$ cat src/rtl/reg_scoreboard_pkg.sv
// reg_scoreboard_pkg: shared types and sizes for the register scoreboard (package sb_pkg).
package sb_pkg;
    localparam int NUM_REGS = 32;
    localparam int OUTST_W  = 7;
    localparam int SB_CNT_W = 2;
    typedef logic [SB_CNT_W-1:0] sb_cnt_t;
    typedef enum logic [1:0] {RUN, DRAIN, DRAINED} sb_state_e;
endpackage

$ cat src/rtl/reg_scoreboard_if.sv
// reg_scoreboard_if: decode/writeback/drain signals between the core (master) and the scoreboard (slave).
interface reg_scoreboard_if;
    import sb_pkg::*;
    logic               ID_SB_req_i;
    logic [4:0]         ID_SB_rs1_i;
    logic [4:0]         ID_SB_rs2_i;
    logic               ID_SB_rs1_used_i;
    logic               ID_SB_rs2_used_i;
    logic [4:0]         ID_SB_rd_i;
    logic               ID_SB_rd_used_i;
    logic               ID_SB_issue_i;
    logic               WB_SB_valid_i;
    logic [4:0]         WB_SB_rd_i;
    logic               drain_i;
    logic               SB_ID_access_o;
    logic               drained_o;
    logic [OUTST_W-1:0] outstanding_o;
    logic               err_o;
    modport master (
        output ID_SB_req_i, ID_SB_rs1_i, ID_SB_rs2_i, ID_SB_rs1_used_i, ID_SB_rs2_used_i,
               ID_SB_rd_i, ID_SB_rd_used_i, ID_SB_issue_i, WB_SB_valid_i, WB_SB_rd_i, drain_i,
        input  SB_ID_access_o, drained_o, outstanding_o, err_o
    );
    modport slave (
        input  ID_SB_req_i, ID_SB_rs1_i, ID_SB_rs2_i, ID_SB_rs1_used_i, ID_SB_rs2_used_i,
               ID_SB_rd_i, ID_SB_rd_used_i, ID_SB_issue_i, WB_SB_valid_i, WB_SB_rd_i, drain_i,
        output SB_ID_access_o, drained_o, outstanding_o, err_o
    );
endinterface

$ cat src/rtl/reg_scoreboard_sb_counter.sv
// sb_counter: per-register pending-write counter; simultaneous inc/dec cancel, decrement at zero flags underflow.
module sb_counter #(
    parameter int W = 2
) (
    input  logic         clk,
    input  logic         reset_i,
    input  logic         inc_i,
    input  logic         dec_i,
    output logic [W-1:0] cnt_o,
    output logic         sat_o,
    output logic         uf_o
);
    logic [W-1:0] cnt_q, cnt_d;

    assign sat_o = &cnt_q;
    assign uf_o  = dec_i && !inc_i && cnt_q == '0;
    assign cnt_o = cnt_q;
    assign cnt_d = (inc_i && !dec_i && !sat_o) ? cnt_q + 1'b1 :
                   (dec_i && !inc_i && cnt_q != '0) ? cnt_q - 1'b1 : cnt_q;

    always_ff @(posedge clk) begin
        if (reset_i) cnt_q <= '0;
        else         cnt_q <= cnt_d;
    end
endmodule

$ cat src/rtl/reg_scoreboard.sv
// reg_scoreboard: grants decode register access only when no operand hazard exists; drain FSM halts grants.
// Define SB_WB_BYPASS_EN to treat a source whose last pending write retires this cycle as ready.
module reg_scoreboard
    import sb_pkg::*;
#(
    parameter int BITSIZE = 32,
    parameter int CNT_W   = SB_CNT_W
) (
    input  logic            clk,
    input  logic            reset_i,
    reg_scoreboard_if.slave sb
);
    sb_state_e          state_q, state_d;
    logic [OUTST_W-1:0] outstanding_q, outstanding_d;
    logic               err_q, err_d;
    logic [CNT_W-1:0]   cnt [NUM_REGS];
    logic [NUM_REGS-1:0] sat, uf;
    logic               access, inc_rd, wb_dec, byp1, byp2, hz1, hz2;

    if (BITSIZE < 1 || CNT_W < 1) begin : g_cfg_err
        $error("reg_scoreboard: BITSIZE and CNT_W must be positive");
    end

    // x0 is hard-wired as never pending, never saturated, never underflowing
    assign cnt[0] = '0;
    assign sat[0] = 1'b0;
    assign uf[0]  = 1'b0;
    assign inc_rd = access && sb.ID_SB_issue_i && sb.ID_SB_rd_used_i && sb.ID_SB_rd_i != '0;

    for (genvar g = 1; g < NUM_REGS; g++) begin : g_cnt
        sb_counter #(.W(CNT_W)) u_cnt (
            .clk    (clk),
            .reset_i(reset_i),
            .inc_i  (inc_rd && sb.ID_SB_rd_i == 5'(g)),
            .dec_i  (sb.WB_SB_valid_i && sb.WB_SB_rd_i == 5'(g)),
            .cnt_o  (cnt[g]),
            .sat_o  (sat[g]),
            .uf_o   (uf[g])
        );
    end

`ifdef SB_WB_BYPASS_EN
    assign byp1 = sb.WB_SB_valid_i && sb.WB_SB_rd_i == sb.ID_SB_rs1_i && cnt[sb.ID_SB_rs1_i] == CNT_W'(1);
    assign byp2 = sb.WB_SB_valid_i && sb.WB_SB_rd_i == sb.ID_SB_rs2_i && cnt[sb.ID_SB_rs2_i] == CNT_W'(1);
`else
    assign byp1 = 1'b0;
    assign byp2 = 1'b0;
`endif

    assign hz1    = sb.ID_SB_rs1_used_i && cnt[sb.ID_SB_rs1_i] != '0 && !byp1;
    assign hz2    = sb.ID_SB_rs2_used_i && cnt[sb.ID_SB_rs2_i] != '0 && !byp2;
    assign access = sb.ID_SB_req_i && state_q == RUN && !hz1 && !hz2 &&
                    !(sb.ID_SB_rd_used_i && sat[sb.ID_SB_rd_i]);
    assign wb_dec = sb.WB_SB_valid_i && sb.WB_SB_rd_i != '0 && !uf[sb.WB_SB_rd_i];
    assign outstanding_d = outstanding_q + OUTST_W'(inc_rd) - OUTST_W'(wb_dec);
    assign err_d  = err_q || |uf;

    // a drain request with nothing left in flight skips straight to DRAINED
    always_comb begin
        state_d = state_q;
        unique case (state_q)
            RUN:     if (sb.drain_i) state_d = outstanding_d == '0 ? DRAINED : DRAIN;
            DRAIN:   state_d = !sb.drain_i ? RUN : (outstanding_d == '0 ? DRAINED : DRAIN);
            default: if (!sb.drain_i) state_d = RUN;
        endcase
    end

    always_ff @(posedge clk) begin
        if (reset_i) begin
            state_q       <= RUN;
            outstanding_q <= '0;
            err_q         <= 1'b0;
        end else begin
            state_q       <= state_d;
            outstanding_q <= outstanding_d;
            err_q         <= err_d;
        end
    end

    assign sb.SB_ID_access_o = access;
    assign sb.drained_o      = state_q == DRAINED;
    assign sb.outstanding_o  = outstanding_q;
    assign sb.err_o          = err_q;
endmodule

$ cat src/flat_wrapper.sv
// flat-port wrapper written by rule: the top's interface ports become plain ports
module reg_scoreboard_flat import sb_pkg::*;
#(
    parameter int BITSIZE = 32,
    parameter int CNT_W   = SB_CNT_W
)
  (clk, reset_i, sb_ID_SB_req_i, sb_ID_SB_rs1_i, sb_ID_SB_rs2_i, sb_ID_SB_rs1_used_i, sb_ID_SB_rs2_used_i, sb_ID_SB_rd_i, sb_ID_SB_rd_used_i, sb_ID_SB_issue_i, sb_WB_SB_valid_i, sb_WB_SB_rd_i, sb_drain_i, sb_SB_ID_access_o, sb_drained_o, sb_outstanding_o, sb_err_o);
  reg_scoreboard_if sb_i ();
  input  logic clk;
  input  logic reset_i;
  input wire logic [$bits(sb_i.ID_SB_req_i)-1:0] sb_ID_SB_req_i;
  input wire logic [$bits(sb_i.ID_SB_rs1_i)-1:0] sb_ID_SB_rs1_i;
  input wire logic [$bits(sb_i.ID_SB_rs2_i)-1:0] sb_ID_SB_rs2_i;
  input wire logic [$bits(sb_i.ID_SB_rs1_used_i)-1:0] sb_ID_SB_rs1_used_i;
  input wire logic [$bits(sb_i.ID_SB_rs2_used_i)-1:0] sb_ID_SB_rs2_used_i;
  input wire logic [$bits(sb_i.ID_SB_rd_i)-1:0] sb_ID_SB_rd_i;
  input wire logic [$bits(sb_i.ID_SB_rd_used_i)-1:0] sb_ID_SB_rd_used_i;
  input wire logic [$bits(sb_i.ID_SB_issue_i)-1:0] sb_ID_SB_issue_i;
  input wire logic [$bits(sb_i.WB_SB_valid_i)-1:0] sb_WB_SB_valid_i;
  input wire logic [$bits(sb_i.WB_SB_rd_i)-1:0] sb_WB_SB_rd_i;
  input wire logic [$bits(sb_i.drain_i)-1:0] sb_drain_i;
  output wire logic [$bits(sb_i.SB_ID_access_o)-1:0] sb_SB_ID_access_o;
  output wire logic [$bits(sb_i.drained_o)-1:0] sb_drained_o;
  output wire logic [$bits(sb_i.outstanding_o)-1:0] sb_outstanding_o;
  output wire logic [$bits(sb_i.err_o)-1:0] sb_err_o;
  assign sb_i.ID_SB_req_i = sb_ID_SB_req_i;
  assign sb_i.ID_SB_rs1_i = sb_ID_SB_rs1_i;
  assign sb_i.ID_SB_rs2_i = sb_ID_SB_rs2_i;
  assign sb_i.ID_SB_rs1_used_i = sb_ID_SB_rs1_used_i;
  assign sb_i.ID_SB_rs2_used_i = sb_ID_SB_rs2_used_i;
  assign sb_i.ID_SB_rd_i = sb_ID_SB_rd_i;
  assign sb_i.ID_SB_rd_used_i = sb_ID_SB_rd_used_i;
  assign sb_i.ID_SB_issue_i = sb_ID_SB_issue_i;
  assign sb_i.WB_SB_valid_i = sb_WB_SB_valid_i;
  assign sb_i.WB_SB_rd_i = sb_WB_SB_rd_i;
  assign sb_i.drain_i = sb_drain_i;
  assign sb_SB_ID_access_o = sb_i.SB_ID_access_o;
  assign sb_drained_o = sb_i.drained_o;
  assign sb_outstanding_o = sb_i.outstanding_o;
  assign sb_err_o = sb_i.err_o;
  reg_scoreboard #(.BITSIZE(BITSIZE), .CNT_W(CNT_W)) u_core (.clk(clk), .reset_i(reset_i), .sb(sb_i));
endmodule
$ cat config.mk
export PLATFORM = sky130hd
export DESIGN_NAME = reg_scoreboard_flat
export DESIGN_NICKNAME = d
export VERILOG_FILES = /design/src/rtl/reg_scoreboard_pkg.sv /design/src/rtl/reg_scoreboard_if.sv /design/src/rtl/reg_scoreboard_sb_counter.sv /design/src/rtl/reg_scoreboard.sv /design/src/flat_wrapper.sv
export SDC_FILE = /design/constraint.sdc
export NUM_CORES = 1
export LEC_CHECK = 0
export ABC_AREA = 1
export CAP_MARGIN = 20
export CORE_MARGIN = 2
export CORE_UTILIZATION = 50
export CTS_BUF_LIST = sky130_fd_sc_hd__clkbuf_8
export CTS_CLUSTER_SIZE = 25
export DETAILED_ROUTE_END_ITERATION = 6
export PLACE_DENSITY = 0.69
export SLEW_MARGIN = 20
export SYNTH_ARGS = -nofsm -noshare
export SYNTH_HDL_FRONTEND = slang
export SYNTH_SLANG_ARGS = --single-unit
$ cat constraint.sdc
create_clock -name clk -period 5.09 [get_ports clk]
set_input_delay 1.018 -clock clk [delete_from_list [all_inputs] [get_ports clk]]
set_output_delay 1.018 -clock clk [all_outputs]
set_load 0.02 [all_outputs]
Word level (Yosys, flattened, before mapping). Cells that the tools add are included.

Register bits: 72. Latch bits: 0. Memory bits (writable): 0. Bits in read-only memories: 0. Input port bits: 29. Logic and storage cells: 706. Memories kept: 0.

Add/sub/neg operators: 64. $mul: 0. Div/mod/pow operators: 0. Order comparisons: 4. Equality and inequality tests: 66. Shifts and indexed selects: 0. Mux-type cells: 77. Bitwise operators: 2. Reduce and logical (&&, ||, !) cells: 459.

Operators by type and width (count): logical AND 1 bit (229); equality test 5 bit (second input constant) (32); 2-to-1 mux 2 bit (70); nonzero test 2 bit (64); logical NOT 1 bit (97); equality test 5 x 4 -> 1 bit (second input constant) (16); logical NOT 2 bit (32); AND reduction 2 bit (32); adder 2 x 1 -> 2 bit (second input constant) (31); subtractor 2 x 1 -> 2 bit (second input constant) (31); equality test 5 x 3 -> 1 bit (second input constant) (8); OR reduction 31 bit (1); binary-select mux 2 bit (select 5 bit) (2); equality test 5 x 2 -> 1 bit (second input constant) (4); greater-or-equal comparator 6 bit (second input constant) (2); < comparator 5 x 6 -> 1 bit (second input constant) (2); NOT 5 -> 6 bit (2); binary-select mux 1 bit (select 5 bit) (2); equality test 5 x 1 -> 1 bit (second input constant) (2); nonzero test 5 bit (2); adder 7 x 1 -> 7 bit (1); logical NOT 7 bit (1); subtractor 7 x 1 -> 7 bit (1); case mux 2 bit (2 select lines) (1); other kinds (6) (7).

Depth between registers and ports, before layout.
Depth after elaboration: 26. Depth in mapped cells: 36. Gate-level depth less buffers: 35.

Modules after synthesis. A second synthesis with hierarchy kept.

Cell total of the unflattened synthesis: 1235. Area, all modules: 6741.5 µm².

Modules (own cells, without submodules): sb_counter (instances 31, cells each 22, area an instance 128.9 µm²); reg_scoreboard (instances 1, cells each 553, area an instance 2746.4 µm²).

Least setup slack after synthesis. No wires, ideal clock.

Kind: input-to-reg. Start: input sb_ID_SB_rs1_i[1]. End: register u_core.state_q[0]. Data arrival time: 4565 ps. Data required time: 4953 ps. Setup slack: 387 ps. Cell stages on the path: 34. Cells stage by stage: buf_4 -> inv_2 -> nand2_1 -> o21ai_1 -> nor2_1 -> nand2_1 -> nand2_1 -> nand2_1 -> nand2_1 -> nor2_1 -> nor2_1 -> nor2_8 -> buf_2 -> nand4_1 -> nand3_1 -> nand2_1 -> a21oi_1 -> nand2_1 -> nor2_1 -> nand2_1 -> nor2_1 -> ha_1 -> inv_1 -> ha_1 -> inv_1 -> fa_1 -> o21ai_0 -> a21oi_1 -> nor2_1 -> nor2_1 -> xor2_1 -> nand4_1 -> nor2_1 -> nor3_1.

Cells in the longest elaborated chain, start to end: 26.

Ends and longest elaborated chain: start, declared (line flat_wrapper.sv:12) `input wire logic [$bits(sb_i.ID_SB_rs1_i)-1:0] sb_ID_SB_rs1_i;`; NOT 5 -> 6 bit (not written as such) * (line reg_scoreboard.sv:50) `assign hz1 = sb.ID_SB_rs1_used_i && cnt[sb.ID_SB_rs1_i] != '0 && !byp1;`; binary-select mux 2 bit (select 5 bit) * (line reg_scoreboard.sv:50); 2-to-1 mux 2 bit (not written as such) * (2 in series) (line reg_scoreboard.sv:50); nonzero test 2 bit * (line reg_scoreboard.sv:50); logical AND 1 bit * (line reg_scoreboard.sv:50); logical NOT 1 bit * (line reg_scoreboard.sv:52) `assign access = sb.ID_SB_req_i && state_q == RUN && !hz1 && !hz2 &&`; logical AND 1 bit * (3 in series) (line reg_scoreboard.sv:52); logical AND 1 bit * (3 in series) (line reg_scoreboard.sv:28) `assign inc_rd = access && sb.ID_SB_issue_i && sb.ID_SB_rd_used_i && sb.ID_SB_rd_i != '0;`; (+5 left out); 2-to-1 mux 1 bit (not written as such) (line reg_scoreboard.sv:54) `assign wb_dec = sb.WB_SB_valid_i && sb.WB_SB_rd_i != '0 && !uf[sb.WB_SB_rd_i];`; logical NOT 1 bit (line reg_scoreboard.sv:54); logical AND 1 bit (line reg_scoreboard.sv:54); subtractor 7 x 1 -> 7 bit * (line reg_scoreboard.sv:55) `assign outstanding_d = outstanding_q + OUTST_W'(inc_rd) - OUTST_W'(wb_dec);`; logical NOT 7 bit * (line reg_scoreboard.sv:62, reg_scoreboard.sv:63); 2-to-1 mux 2 bit * (line reg_scoreboard.sv:62, reg_scoreboard.sv:63); 2-to-1 mux 2 bit, on equally long branches (line reg_scoreboard.sv:63, reg_scoreboard.sv:62); case mux 2 bit (2 select lines) * (line reg_scoreboard.sv:61) `unique case (state_q)`; end signal, assigned (line reg_scoreboard.sv:74) `state_q <= state_d;`; end, declared (line reg_scoreboard.sv:13) `sb_state_e state_q, state_d;`.

Mark *: on every way between the ends. The rest lies on a longest branch, timed or not. The select of a mux whose other input is x is not followed. A chain may end at the register's enable or synchronous reset.

Worst setup path after layout.
Start: input sb_ID_SB_rs2_i[2]. End: register u_core.state_q[0].

Cells in the longest elaborated chain, start to end: 25.

Ends and longest elaborated chain: start, declared (line flat_wrapper.sv:13) `input wire logic [$bits(sb_i.ID_SB_rs2_i)-1:0] sb_ID_SB_rs2_i;`; NOT 5 -> 6 bit (not written as such) * (line reg_scoreboard.sv:51) `assign hz2 = sb.ID_SB_rs2_used_i && cnt[sb.ID_SB_rs2_i] != '0 && !byp2;`; binary-select mux 2 bit (select 5 bit) * (line reg_scoreboard.sv:51); 2-to-1 mux 2 bit (not written as such) * (2 in series) (line reg_scoreboard.sv:51); nonzero test 2 bit * (line reg_scoreboard.sv:51); logical AND 1 bit * (line reg_scoreboard.sv:51); logical NOT 1 bit * (line reg_scoreboard.sv:52); logical AND 1 bit * (2 in series) (line reg_scoreboard.sv:52); logical AND 1 bit * (3 in series) (line reg_scoreboard.sv:28); (+5 left out); 2-to-1 mux 1 bit (not written as such) (line reg_scoreboard.sv:54); logical NOT 1 bit (line reg_scoreboard.sv:54); logical AND 1 bit (line reg_scoreboard.sv:54); subtractor 7 x 1 -> 7 bit * (line reg_scoreboard.sv:55); logical NOT 7 bit * (line reg_scoreboard.sv:62, reg_scoreboard.sv:63); 2-to-1 mux 2 bit * (line reg_scoreboard.sv:62, reg_scoreboard.sv:63); 2-to-1 mux 2 bit, on equally long branches (line reg_scoreboard.sv:63, reg_scoreboard.sv:62); case mux 2 bit (2 select lines) * (line reg_scoreboard.sv:61).

Marks and branches as above.

==> results.yml <==
outcome:
  status: "completed"
die:
  die_h_microns: 111
  coreArea_sq_mm: 0.0113
  die_area_sq_mm: 0.0124
  initial_utilization: 0.508
  fp-row-count: 39
  ios: 39
  die_w_microns: 111
min_path:
  hp-class: "flip-flop to flip-flop"
  hold_start: "u_core.g_cnt[2].u_cnt.cnt_o[0]"
routing:
  met1_length_mm: 9.02
  finalWirelength_mm: 21.2
  drc: 0
  routed.top_layer: "met4"
  dr_total_vias: 7243
  routedWlPerCell_microns: 15.9
  via_per_inst: 5.44
  wl_met2_mm: 9.22
  dr_wl_met3_mm: 2.13
  ant_nets: 0
  firstDrtPassIters: 6
  drt-initial-drc-count: 730
finish:
  antenna_cells: 0
  layout.nets: 1220
  finalNonFillerCells: 1331
  syn_to_final_growth_pct: 35.0
  regArea_sq_mm: 0.00144
  nFillCells: 1084
  fin_util: 0.686
  multi_input_area_sq_mm: 0.00372
  drive_gt1_frac: 0.192
  stdcell_area_sq_mm: 0.00777
clock_tree:
  insertion_delay_ns: 0.39
  holdBufCountCts: 0
  cts_max_level: 3
  root_buffer: "clkbuf_8"
  cts.clk_slew.worst_paths_ns: 0.09
  cts_buffers: 9
  clock_path_buffers: 2
  cts_tree: "done"
  numClockSinks: 72
synthesis:
  synth_commonest_cells: "nand2_1 (228), nor2_1 (189), inv_1 (138)"
  ys_async_sr_fraction: 0
  synth_ff_type: "dfxtp_1"
  yosysSeqAreaShare: 0.250
  synth_largest_area_cell: "dfxtp_1"
  syn-num-nets: 1040
  ys_top_cells_by_area: "dfxtp_1 (25%), nand2_1 (15%), nor2_1 (12%)"
  yosysMostFrequentCell: "nand2_1"
  synth_edf_count: 0
  synth_area_sq_mm: 0.00575
  synth_seq_cells: 72
  syn_avg_cell_area_sq_um: 5.74
  netlist_instances: 1003
  yosys.cell_types.count: 42
  ys_warn_count: 0
  synth_top_area_share: 0.250
global_routing:
  track_usage: 0.348
  grt_pass1_wl_mm: 33.8
  gr-total-overflow: 0
  grt_max_degree: 39
  antenna_found_initial: 0
  grt_pass1_vias: 6685
timing:
  relSlewSlack: 0.474
  tightest_slew_ns: 0.787
  fin_crit_ns: 4.93
  slew_violations: 0
  fmax_mhz: 203
  timing.hold.ws_ns: 0.455
  post-route-period-util: 0.968
  hold_viol_final: 0
  setup_tns_ns: 0
  final-setup-viol-count: 0
  rsz0062_at_grt: "true"
  skew_ns: 0.00755
  layout_setup_ws_ns: 0.164
worst_setup_path:
  r2r_setup_slack_ns: 0.48
  cp_slowest_stage_delay_ns: 0.47
  cp.arrival_ns: 5.21
  crit_path_start_kind: "input pin"
  startpoint: "sb_ID_SB_rs2_i[2]"
  cpMaxStageDelayCell: "clkdlybuf4s50_1"
  path_max_fanout: 8
  critPathMostFrequentCell: "nand2_1"
  endpoint_kind: "flip-flop"
  worst_ep_required_time_ns: 5.37
  worstReg2RegStart: "u_core.g_cnt[16].u_cnt.cnt_o[0]"
  crit_type: "input pin to flip-flop"
place:
  gp_congestion: 1.06
  placed_area_sq_mm: 0.00729
  place_inst: 1299
  pre_cts_ws_ns: -0.828
  io_buffers: 38
  hpwlAfterDp_mm: 16.5
power:
  power.total_mw: 1.83
  power.leakage_nw: 3.75
  ir_drop_v: 0.000480
  p_per_area_mw_per_mm2: 236
run:
  cap_violations: 0
per-layer routing:
layer  vias to the layer above  global-route usage
met5                         -                   0
met4                         0               0.154
met3                        60              0.0651
met2                       347               0.548
met1                      3219               0.463
li1                       3617                   -
report_power, final:
| part | switching, mW | total, mW | internal [mW] |
|---|---|---|---|
| Combinational | 0.358 | 0.691 | 0.334 |
| Sequential | 0.0194 | 0.608 | 0.589 |
| Clock | 0.258 | 0.534 | 0.277 |
sequential cells by signal (all words and copies together), names as in the netlist:
register,count
u_core.state_q,2
u_core.sb.err_o,1
u_core.sb.outstanding_o,7
u_core.g_cnt.u_cnt.cnt_o,62
path summary, 6_finish.rpt:
| path | to | depth (start not counted) |
|---|---|---|
| worst max-delay path | u_core.state_q[0] | 30 |
| worst min-delay path | u_core.g_cnt[2].u_cnt.cnt_o[0] | 1 |
| worst max register to register | u_core.state_q[0] | 30 |
| worst min register to register | u_core.g_cnt[2].u_cnt.cnt_o[0] | 1 |
repair_timing:
action,in CTS,in global routing
setup buffers,9,6
pin swaps,21,32
gates resized for setup,31,31
setup endpoints to repair,4,6
hold endpoints to repair,0,0
cloned,1,0
cell usage in the layout (no fill, tap or decap), types with 3 or more instances in the layout:
| cell | netlist | final |
|---|---|---|
| o21ai_0 | 60 | 57 |
| a22oi_1 | 4 | 3 |
| xor2_1 | 4 | 4 |
| or2_2 | 5 | 5 |
| nor2_1 | 189 | 182 |
| nor2_8 | 3 | 3 |
| inv_1 | 138 | 136 |
| a211oi_1 | 13 | 13 |
| nand3b_1 | 19 | 19 |
| buf_12 | 0 | 5 |
| nand4_1 | 31 | 31 |
| nand3_1 | 81 | 78 |
| nor2_4 | 2 | 4 |
| o211ai_1 | 3 | 3 |
| inv_2 | 10 | 13 |
| clkbuf_8 | 0 | 9 |
| buf_4 | 3 | 142 |
| or2_1 | 4 | 4 |
| buf_6 | 1 | 8 |
| ha_1 | 7 | 6 |
| nor2_2 | 2 | 7 |
| dfxtp_1 | 72 | 72 |
| o21ai_1 | 10 | 12 |
| or2_0 | 3 | 3 |
| clkdlybuf4s50_1 | 0 | 29 |
| a21oi_1 | 70 | 68 |
| nand2_4 | 2 | 4 |
| nand2_1 | 228 | 223 |
| nand3_2 | 0 | 3 |
| nand2_2 | 3 | 6 |
final cells by class:
type / count / area share
flip-flops and latches: 72 / 0.186
multi-input cells: 759 / 0.480
clock inverters: 7 / 0.0124
inverters: 149 / 0.0727
clock buffers: 9 / 0.0159
well taps: 143 / 0.0230
repair buffers: 192 / 0.211
critical path: cells and delay by family:
family | cells | cell delay (ns)
adder cells (fa/ha/maj) | 3 | 0.76
XOR/XNOR | 1 | 0.14
AND/OR/NAND/NOR | 20 | 2.26
AO/OA/AOI/OAI | 1 | 0.13
buffers and inverters | 5 | 0.89
cells by family (layout without fill, tap and decap cells):
group / after synthesis / in the layout / synth area share
XOR/XNOR: 6 / 6 / 0.00913
adder cells (fa/ha/maj): 8 / 8 / 0.0187
AO/OA/AOI/OAI: 168 / 168 / 0.159
AND/OR/NAND/NOR: 577 / 577 / 0.444
flip-flops: 72 / 72 / 0.250
buffers and inverters: 172 / 357 / 0.119
(Power assumes the default switching activity.)
